$ cat src/rtl/rename_alloc_ctrl_pkg.sv
// Shared sizing defaults and register/tag types for the rename allocator slice.
package rename_alloc_ctrl_pkg;
   localparam int unsigned DEF_NUM_ARCH  = 32;
   localparam int unsigned DEF_NUM_PHYS  = 128;
   localparam int unsigned DEF_ROB_DEPTH = 16;
   localparam int unsigned DEF_PW        = $clog2(DEF_NUM_PHYS);
   localparam int unsigned DEF_TW        = $clog2(DEF_ROB_DEPTH);

   typedef logic [DEF_PW-1:0] preg_t;
   typedef logic [DEF_TW-1:0] rob_tag_t;
endpackage

$ cat src/rtl/rename_alloc_ctrl_if.sv
// Rename request/grant and commit channel between the rename stage and the allocator.
interface rename_alloc_ctrl_if
   import rename_alloc_ctrl_pkg::*;
#(
   parameter int unsigned PW = DEF_PW,
   parameter int unsigned TW = DEF_TW
);
   logic          rn_valid;
   logic          rn_need_prd;
   logic          ds_ready;
   logic          rn_ready;
   logic [PW-1:0] alloc_prd;
   logic [TW-1:0] alloc_rob_tag;
   logic          cm_valid;
   logic          cm_free_valid;
   logic [PW-1:0] cm_old_prd;

   modport master (
      output rn_valid, rn_need_prd, ds_ready, cm_valid, cm_free_valid, cm_old_prd,
      input  rn_ready, alloc_prd, alloc_rob_tag
   );

   modport slave (
      input  rn_valid, rn_need_prd, ds_ready, cm_valid, cm_free_valid, cm_old_prd,
      output rn_ready, alloc_prd, alloc_rob_tag
   );
endinterface

$ cat src/rtl/rename_alloc_ctrl_free_list_fifo.sv
// Circular free-PRD store with speculative head, architectural head and tail pointers.
module free_list_fifo
   import rename_alloc_ctrl_pkg::*;
#(
   parameter int unsigned NUM_ARCH = DEF_NUM_ARCH,
   parameter int unsigned NUM_PHYS = DEF_NUM_PHYS
) (
   input  logic                        clk,
   input  logic                        rst,
   input  logic                        alloc,
   input  logic                        free_valid,
   input  logic [$clog2(NUM_PHYS)-1:0] free_prd,
   input  logic                        restore,
   output logic [$clog2(NUM_PHYS)-1:0] head_prd,
   output logic [$clog2(NUM_PHYS):0]   count
);
   localparam int unsigned FL_DEPTH = NUM_PHYS - NUM_ARCH;
   localparam int unsigned PW       = $clog2(NUM_PHYS);
   localparam int unsigned FPW      = (FL_DEPTH > 1) ? $clog2(FL_DEPTH) : 1;

   logic [PW-1:0]  fl [FL_DEPTH];
   logic [FPW-1:0] spec_head, arch_head, tail;
   logic [FPW-1:0] arch_head_nxt;

   // Depth need not be a power of two, so wrap by compare rather than overflow.
   function automatic logic [FPW-1:0] fl_inc(input logic [FPW-1:0] p);
      return (p == FPW'(FL_DEPTH - 1)) ? '0 : p + 1'b1;
   endfunction

   always_comb begin
      arch_head_nxt = free_valid ? fl_inc(arch_head) : arch_head;
      head_prd      = fl[spec_head];
   end

   always_ff @(posedge clk or negedge rst) begin
      if (!rst) begin
         for (int unsigned i = 0; i < FL_DEPTH; i++) begin
            fl[i] <= PW'(NUM_ARCH + i);
         end
         spec_head <= '0;
         arch_head <= '0;
         tail      <= '0;
         count     <= (PW+1)'(FL_DEPTH);
      end else begin
         if (free_valid) begin
            fl[tail] <= free_prd;
            tail     <= fl_inc(tail);
         end
         arch_head <= arch_head_nxt;
         if (restore) begin
            // Roll back to the committed head including any free in this same cycle.
            spec_head <= arch_head_nxt;
            count     <= (PW+1)'(FL_DEPTH);
         end else begin
            if (alloc) spec_head <= fl_inc(spec_head);
            unique case ({alloc, free_valid})
               2'b10:   count <= count - 1'b1;
               2'b01:   count <= count + 1'b1;
               default: count <= count;
            endcase
         end
      end
   end
endmodule

$ cat src/rtl/rename_alloc_ctrl.sv
// Rename-stage allocator: grants a PRD and ROB tag per instruction, reclaims at commit, rolls back on flush.
module rename_alloc_ctrl
   import rename_alloc_ctrl_pkg::*;
#(
   parameter int unsigned NUM_ARCH  = DEF_NUM_ARCH,
   parameter int unsigned NUM_PHYS  = DEF_NUM_PHYS,
   parameter int unsigned ROB_DEPTH = DEF_ROB_DEPTH
) (
   input  logic                         clk,
   input  logic                         rst,
   rename_alloc_ctrl_if.slave           bus,
   input  logic                         flush,
   output logic [$clog2(NUM_PHYS):0]    fl_count,
   output logic [$clog2(ROB_DEPTH):0]   rob_count,
   output logic                         err_underflow
);
   localparam int unsigned PW = $clog2(NUM_PHYS);
   localparam int unsigned TW = $clog2(ROB_DEPTH);

   logic [TW-1:0] rob_head, rob_tail, rob_head_nxt;
   logic [PW-1:0] fl_head_prd;
   logic          rob_full, fire, cm_ok, fl_alloc, fl_free;

   function automatic logic [TW-1:0] rob_inc(input logic [TW-1:0] p);
      return (p == TW'(ROB_DEPTH - 1)) ? '0 : p + 1'b1;
   endfunction

   always_comb begin
      rob_full          = (rob_count == (TW+1)'(ROB_DEPTH));
      bus.rn_ready      = bus.ds_ready & ~flush & ~rob_full &
                          (~bus.rn_need_prd | (fl_count != '0));
      fire              = bus.rn_valid & bus.rn_ready;
      bus.alloc_prd     = bus.rn_need_prd ? fl_head_prd : '0;
      bus.alloc_rob_tag = rob_tail;
      cm_ok             = bus.cm_valid & (rob_count != '0);
      fl_alloc          = fire & bus.rn_need_prd;
      fl_free           = cm_ok & bus.cm_free_valid;
      rob_head_nxt      = cm_ok ? rob_inc(rob_head) : rob_head;
   end

   free_list_fifo #(
      .NUM_ARCH (NUM_ARCH),
      .NUM_PHYS (NUM_PHYS)
   ) u_free_list (
      .clk        (clk),
      .rst        (rst),
      .alloc      (fl_alloc),
      .free_valid (fl_free),
      .free_prd   (bus.cm_old_prd),
      .restore    (flush),
      .head_prd   (fl_head_prd),
      .count      (fl_count)
   );

   always_ff @(posedge clk or negedge rst) begin
      if (!rst) begin
         rob_head      <= '0;
         rob_tail      <= '0;
         rob_count     <= '0;
         err_underflow <= 1'b0;
      end else begin
         rob_head <= rob_head_nxt;
         if (flush) begin
            rob_tail  <= rob_head_nxt;
            rob_count <= '0;
         end else begin
            if (fire) rob_tail <= rob_inc(rob_tail);
            unique case ({fire, cm_ok})
               2'b10:   rob_count <= rob_count + 1'b1;
               2'b01:   rob_count <= rob_count - 1'b1;
               default: rob_count <= rob_count;
            endcase
         end
         if (bus.cm_valid && rob_count == '0) err_underflow <= 1'b1;
      end
   end
endmodule

$ cat src/flat_wrapper.sv
// flat-port wrapper written by rule: the top's interface ports become plain ports
module rename_alloc_ctrl_flat import rename_alloc_ctrl_pkg::*;
#(
   parameter int unsigned NUM_ARCH  = DEF_NUM_ARCH,
   parameter int unsigned NUM_PHYS  = DEF_NUM_PHYS,
   parameter int unsigned ROB_DEPTH = DEF_ROB_DEPTH
)
  (clk, rst, flush, fl_count, rob_count, err_underflow, bus_rn_valid, bus_rn_need_prd, bus_ds_ready, bus_cm_valid, bus_cm_free_valid, bus_cm_old_prd, bus_rn_ready, bus_alloc_prd, bus_alloc_rob_tag);
  rename_alloc_ctrl_if #(.PW(7), .TW(4)) bus_i ();
  input  logic clk;
  input  logic rst;
  input  logic flush;
  output logic [$clog2(NUM_PHYS):0] fl_count;
  output logic [$clog2(ROB_DEPTH):0] rob_count;
  output logic err_underflow;
  input wire logic [$bits(bus_i.rn_valid)-1:0] bus_rn_valid;
  input wire logic [$bits(bus_i.rn_need_prd)-1:0] bus_rn_need_prd;
  input wire logic [$bits(bus_i.ds_ready)-1:0] bus_ds_ready;
  input wire logic [$bits(bus_i.cm_valid)-1:0] bus_cm_valid;
  input wire logic [$bits(bus_i.cm_free_valid)-1:0] bus_cm_free_valid;
  input wire logic [$bits(bus_i.cm_old_prd)-1:0] bus_cm_old_prd;
  output wire logic [$bits(bus_i.rn_ready)-1:0] bus_rn_ready;
  output wire logic [$bits(bus_i.alloc_prd)-1:0] bus_alloc_prd;
  output wire logic [$bits(bus_i.alloc_rob_tag)-1:0] bus_alloc_rob_tag;
  assign bus_i.rn_valid = bus_rn_valid;
  assign bus_i.rn_need_prd = bus_rn_need_prd;
  assign bus_i.ds_ready = bus_ds_ready;
  assign bus_i.cm_valid = bus_cm_valid;
  assign bus_i.cm_free_valid = bus_cm_free_valid;
  assign bus_i.cm_old_prd = bus_cm_old_prd;
  assign bus_rn_ready = bus_i.rn_ready;
  assign bus_alloc_prd = bus_i.alloc_prd;
  assign bus_alloc_rob_tag = bus_i.alloc_rob_tag;
  rename_alloc_ctrl #(.NUM_ARCH(NUM_ARCH), .NUM_PHYS(NUM_PHYS), .ROB_DEPTH(ROB_DEPTH)) u_core (.clk(clk), .rst(rst), .bus(bus_i), .flush(flush), .fl_count(fl_count), .rob_count(rob_count), .err_underflow(err_underflow));
endmodule
$ cat config.mk
export PLATFORM = sky130hd
export DESIGN_NAME = rename_alloc_ctrl_flat
export DESIGN_NICKNAME = d
export VERILOG_FILES = /design/src/rtl/rename_alloc_ctrl_pkg.sv /design/src/rtl/rename_alloc_ctrl_if.sv /design/src/rtl/rename_alloc_ctrl_free_list_fifo.sv /design/src/rtl/rename_alloc_ctrl.sv /design/src/flat_wrapper.sv
export SDC_FILE = /design/constraint.sdc
export NUM_CORES = 1
export LEC_CHECK = 0
export ABC_AREA = 1
export ABC_CLOCK_PERIOD_IN_PS = 7000
export CAP_MARGIN = 15
export CORE_MARGIN = 1
export CORE_UTILIZATION = 65
export CTS_BUF_LIST = sky130_fd_sc_hd__clkbuf_4 sky130_fd_sc_hd__clkbuf_8
export DETAILED_ROUTE_END_ITERATION = 8
export GPL_ROUTABILITY_DRIVEN = 0
export PLACE_DENSITY_LB_ADDON = 0.08
export SLEW_MARGIN = 20
export SYNTH_ARGS = -nofsm -noshare
export SYNTH_HDL_FRONTEND = slang
export SYNTH_SLANG_ARGS = --single-unit
$ cat constraint.sdc
create_clock -name clk -period 7 [get_ports clk]
set_clock_uncertainty 0.1 [all_clocks]
set_input_delay 1.4 -clock clk [delete_from_list [all_inputs] [get_ports clk]]
set_output_delay 1.4 -clock clk [all_outputs]
set_load 0.05 [all_outputs]
After elaboration in Yosys (flattened, before gate mapping)
Cells that the tools add are included.
W data, S select, Z words.
{"block": "totals", "reg_bits": 715, "inputBits": 15, "output_inout_bits": 26, "wordCells": 170}
{"block": "classes", "addsub": 9, "order_cmp": 3, "eq_ne": 10, "mux": 22, "bitwise_logic": 13, "n_reduce_logical": 9}
{"operator": "$bwmux W672", "count": 1}
{"operator": "$mux W7", "count": 10}
{"operator": "$bmux W7 S7", "count": 1}
{"operator": "$demux W7 S7", "count": 1}
{"operator": "$add A7 B1 Y7 const B", "count": 3}
{"operator": "$eq A7 B7 Y1 const B", "count": 3}
{"operator": "$mux W4", "count": 5}
{"operator": "$ge A8 B8 Y1 const B", "count": 2}
{"operator": "$not A7 Y8", "count": 2}
{"operator": "$pmux W8 S2", "count": 1}
{"operator": "$pmux W5 S2", "count": 1}
{"operator": "$add A4 B1 Y4 const B", "count": 2}
{"operator": "$add A8 B1 Y8 const B", "count": 1}
{"operator": "$eq A4 B4 Y1 const B", "count": 2}
{"operator": "$lt A8 B1 Y1 const B", "count": 1}
{"operator": "$mux W8", "count": 1}
{"operator": "$reduce_bool A8 Y1", "count": 1}
{"operator": "$sub A8 B1 Y8 const B", "count": 1}
{"operator": "$and A1 B1 Y1", "count": 7}
{"operator": "$reduce_bool A3 Y1", "count": 2}
{"operator": "$add A5 B1 Y5 const B", "count": 1}
{"operator": "$eq A5 B5 Y1 const B", "count": 1}
{"operator": "$logic_not A5 Y1", "count": 1}
{"operator": "$mux W5", "count": 1}
{"operator": "other kinds (8)", "count": 14}

Logic depth before layout (Yosys ltp)
Gate-level depths: netlist (run 1).
{"block": "logic_depth", "depth_word": 9, "ltp_mapped": 16, "ltp_nobuf": 16}

By module
Synthesis (run 1) repeated with hierarchy kept, for this count alone.
{"block": "unflattened", "hier_cells": 4192, "area_unflattened_um2": 33817.4}
{"module": "free_list_fifo", "instances": 1, "cells_each": 4043, "area_per_inst_um2": 32743.9, "seq_area_each_um2": 18004.8}
{"module": "rename_alloc_ctrl", "instances": 1, "cells_each": 149, "area_per_inst_um2": 1073.5, "seq_area_each_um2": 350.3}

Worst setup path after synthesis (run 1)
No wires, ideal clock.
{"block": "synth_path", "path_type": "register to output", "start": "register u_core.u_free_list.spec_head[1]", "end": "output bus_alloc_prd[0]", "arrival_time_ps": 2317, "required_ps": 5500, "slack_ps": 3183, "path_stages_with_launch": 13, "n_path_buf": 3, "path_cell_list": "dfrtp_1 > buf_2 > clkinv_1 > clkbuf_1 > clkbuf_1 > nand2_1 > nand3_1 > nand3_1 > nand2_1 > nand3_1 > nand2_1 > nand2_1 > a21oi_1"}
{"block": "synth_via", "elab_chain_len": 5}
{"item": "start: declaration", "line_no": "rename_alloc_ctrl_free_list_fifo.sv:22", "text": "logic [FPW-1:0] spec_head, arch_head, tail;"}
{"item": "start signal: assignment", "line_no": "rename_alloc_ctrl_free_list_fifo.sv:52", "text": "spec_head <= arch_head_nxt;"}
{"item": "start signal: assignment", "line_no": "rename_alloc_ctrl_free_list_fifo.sv:55", "text": "if (alloc) spec_head <= fl_inc(spec_head);"}
{"item": "$not A7 Y8 (not written as such)", "line_no": "rename_alloc_ctrl_free_list_fifo.sv:32", "text": "head_prd = fl[spec_head];"}
{"item": "$bmux W7 S7", "line_no": "rename_alloc_ctrl_free_list_fifo.sv:32"}
{"item": "$mux W7 (not written as such) (2 in a row)", "line_no": "rename_alloc_ctrl_free_list_fifo.sv:32"}
{"item": "$mux W7", "line_no": "rename_alloc_ctrl.sv:33", "text": "bus.alloc_prd = bus.rn_need_prd ? fl_head_prd : '0;"}
{"item": "end: declaration", "line_no": "flat_wrapper.sv:23", "text": "output wire logic [$bits(bus_i.alloc_prd)-1:0] bus_alloc_prd;"}
Every way passes these cells. The select of a mux whose other input is x is not followed.

Worst setup path after layout (run 1)
{"block": "layout_path", "start": "register u_core.u_free_list.spec_head[2]", "end": "output bus_alloc_prd[1]"}
Same word-level chain as after synthesis.

==> results of run 1 <==
==> area by class of cell <==
class                   instances  area, sq um
well taps                     688        860.8
fillers                      4275        15030
multi-input cells            3050        13760
flip-flops and latches        715        18360
clock inverters                15        93.84
clock buffers                 200         2402
repair buffers                 81        838.3
inverters                     318         1206
==> worst max-delay path by stage <==
stage                                         start          endpoint  slack (ns)
global route        u_core.u_free_list.spec_head[2]  bus_alloc_prd[2]        0.42
CTS                 u_core.u_free_list.spec_head[2]  bus_alloc_prd[1]        0.62
finish              u_core.u_free_list.spec_head[2]  bus_alloc_prd[1]        0.50
detailed placement  u_core.u_free_list.spec_head[2]  bus_alloc_prd[1]        1.41
floorplan           u_core.u_free_list.spec_head[1]  bus_alloc_prd[0]        3.18
global placement    u_core.u_free_list.spec_head[2]  bus_alloc_prd[1]        1.45
==> power breakdown <==
group / total (mW) / internal [mW] / switching [mW]
combinational: 5.40 / 1.57 / 3.82
sequential: 5.63 / 5.17 / 0.458
clock: 3.83 / 2.15 / 1.68
==> stage by stage <==
stage,worst slack [ns],utilization (%),std cells
floorplan,3.183,-,4390
global placement,1.455,66.65,4852
detailed placement,1.410,66.65,4852
CTS,0.6228,71.40,5067
global route,0.4172,71.40,5067
finish,0.4954,71.40,5067
==> per-layer routing <==
metal	vias to the layer above	track usage (%)	share of wire, %
met3	236	7.782	9.9
met2	1449	58.18	45
li1	13940	-	-
met4	0	15.44	4.0
met5	-	0	0
met1	14310	53.83	41
==> critical path: stages (launching register included) <==
cell             delay [ns]
dfrtp_2                0.72
buf_4                  0.46
inv_2                  0.38
nand2_1                0.14
buf_4                  0.38
inv_1                  0.34
o211ai_1               0.19
nand3_1                0.13
nand2_1                0.09
nand3_1                0.19
a21oi_1                0.34
clkdlybuf4s50_1        0.86
==> sequential cells by signal, indices dropped and copies added, names as in the netlist <==
register,flops
u_core.u_free_list.count,8
u_core.u_free_list.fl,672
u_core.err_underflow,1
u_core.bus.alloc_rob_tag,4
u_core.rob_count,5
u_core.u_free_list.tail,7
u_core.u_free_list.spec_head,7
u_core.u_free_list.arch_head,7
u_core.rob_head,4
==> cell usage in the layout, fill, tap and decap left out, drive strengths merged, types with 2 or more instances in the layout <==
cell and count:
nand2 1351, o21ai 687, nand3 398, dfstp 370
dfrtp 345, nor2 323, inv 317, clkbuf 200
a21oi 171, o211ai 62, buf 42, clkdlybuf4s50 39
ha 15, clkinv 13, xor2 7, nor3 7
nand4 7, xnor2 6, a31oi 3, clkinvlp 3
o22ai 2, or2 2, o21bai 2, fa 2
==> cells by family (layout without fill, tap and decap cells) <==
family	count (synthesis)	in the layout	synth area share [%]
compound gates	928	928	13.92
xor+xnor	13	13	0.3293
fa+ha+maj	17	17	0.6587
buf+inv	625	614	7.112
flops	715	715	53.09
simple gates	2092	2092	24.89
==> metrics.txt, run 1 <==
post-synth top area share 28.12%; P per Cell Area 395.9 nW/um^2; Critical Path Sink Type output port; hold path startpoint u_core.err_underflow; I/O Pins 41; IO buf count 40; setup slack, reg-to-reg 3.72 ns; Root Driver clkbuf_8; Row Count 84; Ys Warns 0; number of setup buffers added after CTS 0; Max Cap Violations 0; final instance area 37520 sq um; post-CTS resize count 0; routed wire length 100600 microns; DP HPWL 60520 microns; Total GRT Usage 38.26%; crit path time final 6.505 ns; Worst Path Required 5.50 ns; Hold Path Sink u_core.err_underflow; ranking of synthesized cells by area dfstp_2, dfrtp_1, nand2_1, o21ai_0, nand3_1; share of layout cells above drive strength 1 15.48%; Seq/Total Area, Yosys 53.09%; Setup Crit Path Kind reg2out; Clk Latency, worst-skew pair 0.73 ns; reg2reg end u_core.u_free_list.fl[557]; first-pass GRT wire length 158600 microns; register bit total from synthesis 715; Slew Limit Fails 0; syn nets 4422; Area after DPL 35030 sq um; Post-synth EDFFs 0; Num CTS Buffers 116; setup_tns 0 ns; Initial Util 65.79%; CTS Hold Bufs 0; number of diodes 0; cell taking the most area after synthesis dfstp_2; RSZ-0062 raised after global routing no; post-route ant nets 0; ys async rst share 100.0%; fmax 0.1537 GHz; Die H 232.6 microns; Hold Crit Class reg2reg; full die area 54110 sq um; Post-synth top cells nand2_1, o21ai_0, nand3_1; Hold WS 0.3790 ns; Post-Syn Instances 4390; Worst Setup Start Kind flop; Leak Pwr 16.41 nW; Worst-path clk slew 0.06 ns; reg2reg path depth 8; WHS Path Cells 1; TritonRoute pass-1 iters 8; final setup fails 0; vias 29.93k; Tot Pwr 14.86 mW; Hold Fails Final Rpt 0; # clock sinks 715; Core Area 52550 sq um; Worst EP arrival 5.00 ns; CTS H-Tree Depth 3; First DRT Iteration DRCs 3655; vias in the first global route 27.58k; top_reg_cell synth dfstp_2; drt drc 0; Rel. slew slack 23.06%; post-synth design cell area 34570 sq um; clock tree buffer depth 3; Worst Path Max Fanout 29; CTS tree yes; routed len/inst 19.86 microns; net count reported at finish 4314; grt total ovfl 0; largest net degree at the start of global routing 198; Die W 232.6 microns; worst r2r src u_core.rob_count[1]; synthesis-to-layout area growth 8.538%; dominant cell by count in the synthesized netlist nand2_1; Worst-Margin Slew 1.154 ns; Max VDD drop 0.3200 mV; outcome finished clean; initial antenna violation count 0; routed vias/inst 5.907; Syn Area/Cell 7.875 sq um; post-synth cell types 37; final cycle utilization of the critical path 92.92%
Power figures use the tool's default switching activity.
==> run 2: changes to the inputs <==
--- a/config.mk
+++ b/config.mk
@@ -6,8 +6,6 @@
 export NUM_CORES = 1
 export LEC_CHECK = 0
 export ABC_AREA = 1
-export ABC_CLOCK_PERIOD_IN_PS = 7000
-export CAP_MARGIN = 15
 export CORE_MARGIN = 1
 export CORE_UTILIZATION = 65
 export CTS_BUF_LIST = sky130_fd_sc_hd__clkbuf_4 sky130_fd_sc_hd__clkbuf_8
==> results of run 2 <==
No change in the layout: final DEF, timing and power equal those of run 1.
